===== config.mk =====
export PLATFORM = sky130hd
export DESIGN_NAME = keccak_obytes_unpacker_flat
export DESIGN_NICKNAME = d
export VERILOG_FILES = /design/src/rtl/keccak_pkg.sv /design/src/rtl/keccak_obytes_unpacker_if.sv /design/src/rtl/keccak_word_fifo.sv /design/src/rtl/keccak_obytes_unpacker.sv /design/src/flat_wrapper.sv
export SDC_FILE = /design/constraint.sdc
export NUM_CORES = 2
export LEC_CHECK = 0
export BUFFER_PORTS_ARGS = -buffer_cell sky130_fd_sc_hd__buf_2
export CAP_MARGIN = 10
export CORE_ASPECT_RATIO = 2
export CORE_MARGIN = 2
export CORE_UTILIZATION = 30
export DETAILED_ROUTE_END_ITERATION = 6
export HOLD_SLACK_MARGIN = 0.1
export SYNTH_ARGS = -nofsm -noshare
export SYNTH_HDL_FRONTEND = slang
export SYNTH_SLANG_ARGS = --single-unit

===== constraint.sdc =====
create_clock -name i_clk -period 7.5 [get_ports i_clk]
set_input_delay 1.125 -clock i_clk [delete_from_list [all_inputs] [get_ports i_clk]]
set_output_delay 1.125 -clock i_clk [all_outputs]
set_load 0.02 [all_outputs]

===== src/rtl/keccak_pkg.sv =====
// Shared keccak definitions: sponge word width, rate/digest constants and the
// unpacker state encoding.
package keccak_pkg;

  localparam int KECCAK_WORD_W   = 64;
  localparam int RATE_SHAKE128   = 168;
  localparam int RATE_SHA3_256   = 136;
  localparam int RATE_SHA3_512   = 72;
  localparam int DIGEST_SHA3_256 = 32;
  localparam int DIGEST_SHA3_512 = 64;

  typedef enum logic [1:0] {
    S_IDLE = 2'd0,
    S_RUN  = 2'd1,
    S_END  = 2'd2
  } state_e;

endpackage


===== src/rtl/keccak_obytes_unpacker_if.sv =====
// Squeeze-word input and byte-stream output bundle of the obytes unpacker.
// The slave modport is the unpacker; master is the core/sink environment.
interface keccak_obytes_unpacker_if;
  import keccak_pkg::*;

  logic [KECCAK_WORD_W-1:0] words;
  logic                     words_valid;
  logic                     core_done;
  logic [7:0]               byte_data;
  logic                     byte_valid;
  logic                     byte_ready;
  logic                     byte_last;

  modport master (
    output words, words_valid, core_done, byte_ready,
    input  byte_data, byte_valid, byte_last
  );

  modport slave (
    input  words, words_valid, core_done, byte_ready,
    output byte_data, byte_valid, byte_last
  );

endinterface


===== src/rtl/keccak_word_fifo.sv =====
// Single-clock word FIFO with show-ahead head, flush, full/empty/count.
// Pointers carry one extra wrap bit so full and empty are told apart by the MSB.
module keccak_word_fifo #(
  parameter int FIFO_DEPTH = 32,
  parameter int WIDTH      = 64
) (
  input  logic                        i_clk,
  input  logic                        i_rstn,
  input  logic                        i_flush,
  input  logic                        i_wr,
  input  logic [WIDTH-1:0]            i_din,
  input  logic                        i_rd,
  output logic [WIDTH-1:0]            o_dout,
  output logic                        o_full,
  output logic                        o_empty,
  output logic [$clog2(FIFO_DEPTH):0] o_count
);
  localparam int AW = $clog2(FIFO_DEPTH);
  localparam logic [AW:0] PTR_ONE = (AW+1)'(1);

  logic [AW:0]      wp_q, rp_q;
  logic [WIDTH-1:0] mem_q [FIFO_DEPTH];
  logic             rd_s, wr_s;

  assign o_empty = (wp_q == rp_q);
  assign o_full  = (wp_q[AW] != rp_q[AW]) && (wp_q[AW-1:0] == rp_q[AW-1:0]);
  assign o_count = wp_q - rp_q;
  assign o_dout  = mem_q[rp_q[AW-1:0]];

  // A write into a full FIFO is accepted only when the head leaves in the same cycle.
  assign rd_s = i_rd && !o_empty;
  assign wr_s = i_wr && (!o_full || rd_s);

  // Pointer update; flush empties the FIFO and overrides any access.
  always_ff @(posedge i_clk or negedge i_rstn) begin
    if (!i_rstn) begin
      wp_q <= {(AW+1){1'b0}};
      rp_q <= {(AW+1){1'b0}};
    end else if (i_flush) begin
      wp_q <= {(AW+1){1'b0}};
      rp_q <= {(AW+1){1'b0}};
    end else begin
      if (wr_s) wp_q <= wp_q + PTR_ONE;
      if (rd_s) rp_q <= rp_q + PTR_ONE;
    end
  end

  // Storage array.
  always_ff @(posedge i_clk) begin
    if (wr_s && !i_flush) mem_q[wp_q[AW-1:0]] <= i_din;
  end

endmodule


===== src/rtl/keccak_obytes_unpacker.sv =====
// Buffers sponge squeeze words and serialises them into a trimmed byte stream.
// Define KECCAK_UNPACK_LSB_FIRST_EN to emit each word LSB-first instead of MSB-first.
module keccak_obytes_unpacker
  import keccak_pkg::*;
#(
  parameter int FIFO_DEPTH = 32,
  parameter int LEN_W      = 10
) (
  input  logic                       i_clk,
  input  logic                       i_rstn,
  input  logic                       i_start,
  input  logic [LEN_W-1:0]           i_obytes_len,
  keccak_obytes_unpacker_if.slave    bus,
  output logic                       o_done,
  output logic                       o_overflow,
  output logic                       o_busy
);
  localparam int AW = $clog2(FIFO_DEPTH);
  localparam logic [LEN_W-1:0] REM_ONE  = LEN_W'(1);
  localparam logic [LEN_W-1:0] REM_ZERO = {LEN_W{1'b0}};

  state_e                   state_q;
  logic [LEN_W-1:0]         rem_q;
  logic [KECCAK_WORD_W-1:0] sh_q;
  logic [2:0]               idx_q;
  logic                     ub_valid_q;
  logic                     ovf_q;
  logic                     done_q;

  logic                     run_s, xfer_s, final_s, pop_s, wr_s, drop_s, short_s, flush_s;
  logic [KECCAK_WORD_W-1:0] fifo_dout_s, sh_next_s;
  logic                     fifo_full_s, fifo_empty_s;
  logic [AW:0]              fifo_cnt_s;
  logic [7:0]               byte_cur_s;

  // i_start pre-empts any same-cycle write, transfer or pop.
  assign run_s   = (state_q == S_RUN) && !i_start;
  assign xfer_s  = ub_valid_q && bus.byte_ready;
  assign final_s = run_s && xfer_s && (rem_q == REM_ONE);
  assign pop_s   = run_s && !final_s && !fifo_empty_s &&
                   (!ub_valid_q || (xfer_s && (idx_q == 3'd7)));
  assign wr_s    = run_s && !final_s && bus.words_valid;
  assign drop_s  = wr_s && fifo_full_s && !pop_s;
  assign short_s = run_s && bus.core_done && (rem_q != REM_ZERO) &&
                   (fifo_cnt_s == {(AW+1){1'b0}}) && !ub_valid_q;
  assign flush_s = i_start || final_s;

`ifdef KECCAK_UNPACK_LSB_FIRST_EN
  assign byte_cur_s = sh_q[7:0];
  assign sh_next_s  = {8'h00, sh_q[KECCAK_WORD_W-1:8]};
`else
  assign byte_cur_s = sh_q[KECCAK_WORD_W-1:KECCAK_WORD_W-8];
  assign sh_next_s  = {sh_q[KECCAK_WORD_W-9:0], 8'h00};
`endif

  keccak_word_fifo #(
    .FIFO_DEPTH (FIFO_DEPTH),
    .WIDTH      (KECCAK_WORD_W)
  ) u_fifo (
    .i_clk   (i_clk),
    .i_rstn  (i_rstn),
    .i_flush (flush_s),
    .i_wr    (wr_s),
    .i_din   (bus.words),
    .i_rd    (pop_s),
    .o_dout  (fifo_dout_s),
    .o_full  (fifo_full_s),
    .o_empty (fifo_empty_s),
    .o_count (fifo_cnt_s)
  );

  // Control FSM together with the unpack shift register, length counter and flags.
  always_ff @(posedge i_clk or negedge i_rstn) begin
    if (!i_rstn) begin
      state_q    <= S_IDLE;
      rem_q      <= REM_ZERO;
      sh_q       <= {KECCAK_WORD_W{1'b0}};
      idx_q      <= 3'd0;
      ub_valid_q <= 1'b0;
      ovf_q      <= 1'b0;
      done_q     <= 1'b0;
    end else if (i_start) begin
      state_q    <= (i_obytes_len == REM_ZERO) ? S_END : S_RUN;
      done_q     <= (i_obytes_len == REM_ZERO);
      rem_q      <= i_obytes_len;
      sh_q       <= {KECCAK_WORD_W{1'b0}};
      idx_q      <= 3'd0;
      ub_valid_q <= 1'b0;
      ovf_q      <= 1'b0;
    end else begin
      done_q <= 1'b0;
      case (state_q)
        S_IDLE: begin
        end
        S_RUN: begin
          if (drop_s) ovf_q <= 1'b1;
          if (xfer_s) rem_q <= rem_q - REM_ONE;
          if (final_s) begin
            // Leftover bytes of the current word and the FIFO are discarded.
            state_q    <= S_END;
            done_q     <= 1'b1;
            ub_valid_q <= 1'b0;
            idx_q      <= 3'd0;
          end else if (short_s) begin
            state_q <= S_END;
            done_q  <= 1'b1;
            ovf_q   <= 1'b1;
          end else if (pop_s) begin
            sh_q       <= fifo_dout_s;
            idx_q      <= 3'd0;
            ub_valid_q <= 1'b1;
          end else if (xfer_s) begin
            if (idx_q == 3'd7) ub_valid_q <= 1'b0;
            idx_q <= idx_q + 3'd1;
            sh_q  <= sh_next_s;
          end
        end
        S_END: state_q <= S_IDLE;
        default: state_q <= S_IDLE;
      endcase
    end
  end

  assign bus.byte_data  = byte_cur_s;
  assign bus.byte_valid = ub_valid_q;
  assign bus.byte_last  = ub_valid_q && (rem_q == REM_ONE);
  assign o_done         = done_q;
  assign o_overflow     = ovf_q;
  assign o_busy         = (state_q != S_IDLE);

endmodule


===== src/flat_wrapper.sv =====
// flat-port wrapper written by rule: the top's interface ports become plain ports
module keccak_obytes_unpacker_flat import keccak_pkg::*;
#(
  parameter int FIFO_DEPTH = 32,
  parameter int LEN_W      = 10
)
  (i_clk, i_rstn, i_start, i_obytes_len, o_done, o_overflow, o_busy, bus_words, bus_words_valid, bus_core_done, bus_byte_ready, bus_byte_data, bus_byte_valid, bus_byte_last);
  keccak_obytes_unpacker_if bus_i ();
  input  logic i_clk;
  input  logic i_rstn;
  input  logic i_start;
  input  logic [LEN_W-1:0] i_obytes_len;
  output logic o_done;
  output logic o_overflow;
  output logic o_busy;
  input wire logic [$bits(bus_i.words)-1:0] bus_words;
  input wire logic [$bits(bus_i.words_valid)-1:0] bus_words_valid;
  input wire logic [$bits(bus_i.core_done)-1:0] bus_core_done;
  input wire logic [$bits(bus_i.byte_ready)-1:0] bus_byte_ready;
  output wire logic [$bits(bus_i.byte_data)-1:0] bus_byte_data;
  output wire logic [$bits(bus_i.byte_valid)-1:0] bus_byte_valid;
  output wire logic [$bits(bus_i.byte_last)-1:0] bus_byte_last;
  assign bus_i.words = bus_words;
  assign bus_i.words_valid = bus_words_valid;
  assign bus_i.core_done = bus_core_done;
  assign bus_i.byte_ready = bus_byte_ready;
  assign bus_byte_data = bus_i.byte_data;
  assign bus_byte_valid = bus_i.byte_valid;
  assign bus_byte_last = bus_i.byte_last;
  keccak_obytes_unpacker #(.FIFO_DEPTH(FIFO_DEPTH), .LEN_W(LEN_W)) u_core (.i_clk(i_clk), .i_rstn(i_rstn), .i_start(i_start), .i_obytes_len(i_obytes_len), .bus(bus_i), .o_done(o_done), .o_overflow(o_overflow), .o_busy(o_busy));
endmodule

# Word-level counts from Yosys, hierarchy flattened
# Memory sizes are Yosys's and may differ from the RTL's.
# Index checks and enable logic that the tools add are counted.
# totals
reg_bits	94
n_memories	1
inputBits	80
wordCells	115
ramBits	2048
out_inout_bits	13
# op_classes
reduce_logical	47
addsub	5
mux	42
eq_ne	11
# mem_list
name	depth	word_bits	read_ports	rd_ports_with_merged_regs	write_ports	line_no	rtl
u_core.u_fifo.mem_q	32	64	1	0	1	keccak_word_fifo.sv:22	logic [WIDTH-1:0] mem_q [FIFO_DEPTH];
# op_table
op	count
2-to-1 mux 64 bit	6
2-to-1 mux 10 bit	3
2-to-1 mux 6 bit	4
logical AND 1 bit	20
2-to-1 mux 1 bit	18
2-to-1 mux 3 bit	6
adder 6 x 1 -> 6 bit, second input constant	2
equality test 10 x 1 -> 1 bit, second input constant	1
zero test 10 bit	1
nonzero test 10 bit	1
nonzero test 2 bit	5
subtractor 10 x 1 -> 10 bit, second input constant	1
2-to-1 mux 2 bit	4
AND reduction 4 bit	2
nonzero test 4 bit	2
zero test 1 bit	7
equality test 6 bit	1
zero test 6 bit	1
!= test 2 bit, second input constant	3
subtractor 6 bit	1
equality test 5 bit	1
!= test 4 x 2 -> 1 bit, second input constant	1
one-hot mux 2 bit (2 select lines)	1
AND reduction 2 bit	2
other kinds (9)	11

# Longest topological paths before layout
# depth
ltp_word	15
ltp_mapped	15
mapped_depth_nobuf	8

# Modules after synthesis
# Synthesis repeated with hierarchy kept, for this count alone.
# unflattened
cells_unflattened	3811
area_unflattened_um2	82444.1
# modules_own_cells
module	seq_area_each_um2	cells_per_inst	instances	area_per_inst_um2
keccak_word_fifo	61799.3	3470	1	78342.6
keccak_obytes_unpacker	2052.0	341	1	4101.4

# Worst setup path before layout
# No wires, ideal clock.
# synth_timing
path_kind	register -> register
startpoint	reg u_core.u_fifo.rp_q[1]
endpoint	mem u_core.u_fifo.mem_q[31][0], enable pin
required_time_ns	7.013
setup_ns	0.487
path_buffers	4
path_slack_ns	1.583
path_stages_with_launch	12
arrival_time_ns	5.430
synth_period_minus_slack_ns	5.917
path_cell_list	dfrtp_1 clkbuf_1 clkbuf_1 buf_1 buf_1 inv_1 ha_1 and4_1 nand4_1 o2111a_1 nand2_1 nor2_1
# synth_between
elab_chain_cells	10
word_cells_on_any_way	13
classes_between	eq/ne: 2; mux: 2; reduce/logical: 9
# synth_rtl
item	line_no	rtl
start: declaration	keccak_word_fifo.sv:21	logic [AW:0] wp_q, rp_q;
start signal: assignment	keccak_word_fifo.sv:38	rp_q <= {(AW+1){1'b0}};
start signal: assignment	keccak_word_fifo.sv:41	rp_q <= {(AW+1){1'b0}};
start signal: assignment	keccak_word_fifo.sv:44	if (rd_s) rp_q <= rp_q + PTR_ONE;
equality test 6 bit	keccak_word_fifo.sv:25	assign o_empty = (wp_q == rp_q);
zero test 1 bit	keccak_word_fifo.sv:31, keccak_obytes_unpacker.sv:40	
logical AND 1 bit (2 in a row)	keccak_obytes_unpacker.sv:40	assign pop_s = run_s && !final_s && !fifo_empty_s &&
logical AND 1 bit	keccak_word_fifo.sv:31	assign rd_s = i_rd && !o_empty;
logical OR 1 bit (*)	keccak_word_fifo.sv:32	assign wr_s = i_wr && (!o_full || rd_s);
logical AND 1 bit (*)	keccak_word_fifo.sv:32	
logical AND 1 bit (*)	keccak_word_fifo.sv:50	if (wr_s && !i_flush) mem_q[wp_q[AW-1:0]] <= i_din;
2-to-1 mux 1 bit (*)	keccak_word_fifo.sv:50	
2-to-1 mux 1 bit (not written as such) (*)	keccak_word_fifo.sv:50	
end: declaration	keccak_word_fifo.sv:22	
# Every way passes the cells marked *; elsewhere a longest branch is shown, timed or not.

# Worst setup path in the final report
# layout_timing
startpoint	reg u_core.u_fifo.rp_q[3]
endpoint	mem u_core.u_fifo.mem_q[5][0], enable pin
# Same word-level chain as after synthesis.

==> out/metrics.csv <==
metric,value,unit
status,finished with violations,
failing checks,design-rule violations,
Post-Synth Simple-Gate Area,1.35,%
Hold Path Class,in2async,
clk buf depth,4,
Post-route DRC,2,
iteration-0 DRC count of the detailed router,4058,
most frequent cells in the layout,"edfxtp_1, mux4_2, mux2i_1",
Netlist cell types,64,
die area,0.280,mm²
Rows,272,
gr usage total,16.3,%
largest net degree at the start of global routing,121,
post-synthesis mux area share,14.7,%
detailed placer's ending HPWL,132000,µm
kind of end point of the critical path,flip-flop,
Yosys reg bits,2142,
Buffers on Ports,92,
Max transition margin,18.4,%
"Hold Violations, Final",0,
Core Footprint,0.274,mm²
R2R cell count,8,
vias in the first global route,42500,
leakage,29.0,nW
Syn Std Cell Area,0.0827,mm²
CP peak stage delay,1040,ps
Mapped Avg Cell Area,21.0,µm²
post-detailed-route wirelength per cell,30.0,µm
hold-fix buffers at CTS,0,
Layout area overhead,13.2,%
drt first pass iters,7,
chip width,375,µm
CP max FO,44,
WP data required,7950,ps
Overflow after GRT,0,
Pwr Density,280,mW/mm²
Initial Utilization,30.2,%
H-tree level count,4,
largest family of logic cells by synthesized area,multiplexers,
Avg Vias per Cell,5.31,
antenna violations before repair,30,
post-CTS sizing,0,
Setup-failing EPs final,0,
final antenna-violating net count,0,
Setup TNS Final,0,ps
Worst path slowest cell,nor2_4,
vias,41300,
Fillers,25500,
"EDFF count, synth",2048,
Max-Cap Viols,0,
insertion delay to the later sink of the worst-skew pair,850,ps
crit share post-route,67.0,%
clk sinks,2142,
share of post-route cells with drive strength above 1,21.4,%
Die Ht,747,µm
critical path class,reg2reg,
Post-Place Cell Area,0.0880,mm²
RSZ-0062 raised after global routing,no,
Post-Syn Nets,4036,
Synth Area in Compound Gates,5.02,%
Num CTS Buffers,175,
Worst Path Arrival,5480,ps
setup bufs post-CTS,0,
YS warnings,0,
Routed WL,233000,µm
Final min period,5020,ps
register area share after synthesis,77.2,%
synthesized netlist cell count,3941,
Async SR Flop Fraction,4.39,%
"commonest non-fill, non-tap cell in the layout",edfxtp_1,
clock slew at reported path FFs,70,ps
final instance area,0.0936,mm²
nets,4173,
Synth Area in Adders,0.227,%
CTS root buf,clkbuf_16,
post-synthesis xor/xnor area fraction,0.169,%
critical-path cell list,inv_4 -> ha_1 -> and4_1 -> nand4_1 -> o2111a_1 -> nand2_1 -> nor2_4 -> buf_12,
CTS tree,yes,
first-pass GRT wire length,325000,µm
kind of start point of the critical path,flip-flop,
max-slew violations,0,
clk_skew,74.4,ps
maximum VDD drop,0.182,mV
IO Pins,93,
fmax,199,MHz
gpl congestion,0.796,
"Top FF cell, synth",edfxtp_1,
Worst-Margin Slew,1220,ps
Yosys cell counts, drive strengths merged (16+ instances only):
cell type	instances	area share (%)
a211o	46	0.49
a21oi	60	0.36
a221oi	130	1.4
a22o	47	0.50
a22oi	106	0.96
and3	42	0.32
buf	103	0.65
clkbuf	139	0.63
dfrtp	94	2.8
edfxtp	2048	74
inv	20	0.091
mux2i	320	3.9
mux4	396	11
nand2	45	0.20
nand3	24	0.15
nor2	49	0.23
nor3	16	0.097
o21ai	134	0.81
worst max-delay path, delay by kind of cell, from the launching register on:
family | cells | cell delay, ps
compound gates | 1 | 440
fa+ha+maj | 1 | 370
buf+inv | 2 | 910
flops | 1 | 690
simple gates | 4 | 1950
sequential cells by signal (all words and copies together) (netlist names):
register	count
u_core.idx_q	3
u_core.o_done	1
u_core.rem_q	10
u_core.u_fifo.rp_q	6
u_core.sh_q	64
u_core.o_overflow	1
u_core.bus.byte_valid	1
u_core.state_q	2
u_core.u_fifo.wp_q	6
u_core.u_fifo.mem_q	2048
final timing paths:
path	startpoint	to	slack (ps)
hold / removal	i_rstn	u_core.rem_q[7]$_DFFE_PN0P_	220
setup reg to reg	u_core.u_fifo.rp_q[3]$_DFFE_PN0P_	u_core.u_fifo.mem_q[5][0]$_DFFE_PP_	2480
hold reg to reg	u_core.idx_q[0]$_DFFE_PN0P_	u_core.idx_q[0]$_DFFE_PN0P_	490
setup / recovery	u_core.u_fifo.rp_q[3]$_DFFE_PN0P_	u_core.u_fifo.mem_q[5][0]$_DFFE_PP_	2480
max in group asynchronous	i_rstn	u_core.sh_q[48]$_DFFE_PN0P_	5860
min in group i_clk	u_core.idx_q[0]$_DFFE_PN0P_	u_core.idx_q[0]$_DFFE_PN0P_	490
final cells by class:
cell class | instances | area, µm² | share of cell area (%)
clock inverters | 94 | 963 | 1.03
repair buffers | 202 | 1620 | 1.73
clock buffers | 213 | 4630 | 4.94
diodes | 9 | 22.5 | 0.0241
well taps | 3562 | 4460 | 4.76
flip-flops and latches | 2142 | 63900 | 68.2
inverters | 21 | 83.8 | 0.0895
multi-input cells | 1536 | 18000 | 19.2
cell families (layout without fill, tap and decap cells):
logic type               Yosys count  in the layout
AO/OA/AOI/OAI                    570            570
XOR/XNOR                          16             16
adder cells (fa/ha/maj)           15             15
buffers and inverters            263            530
flip-flops                      2142           2142
multiplexers                     716            716
other                              0              9
AND/OR/NAND/NOR                  219            219
through the flow:
stage / worst slack [ps] / hold slack [ps] / cells / total power, mW / utilization [%]
2_1_floorplan: 1580 / 448 / 3941 / 16.0 / -
3_3_place_gp: 2290 / 470 / 7463 / 17.2 / 32.1
3_5_place_dp: 2300 / 484 / 7463 / 17.2 / 32.1
4_1_cts: 2540 / 196 / 7770 / 26.4 / 34.1
5_1_grt: 2460 / 239 / 7774 / 26.9 / 34.1
6_report: 2480 / 221 / 7779 / 26.2 / 34.1
report_power, final:
part           internal [mW]  switching, mW
Combinational           1.45           1.86
Sequential              13.3          0.285
Clock                   5.06           4.24
routing by layer:
layer | wire, µm | global-route usage (%) | up-vias
li1 | - | - | 16800
met1 | 82000 | 17.9 | 22400
met2 | 128000 | 30.6 | 1550
met3 | 11800 | 2.03 | 475
met4 | 11700 | 7.74 | 16
met5 | 119 | 0 | -
No activity file was read; power rests on OpenSTA's default activity.
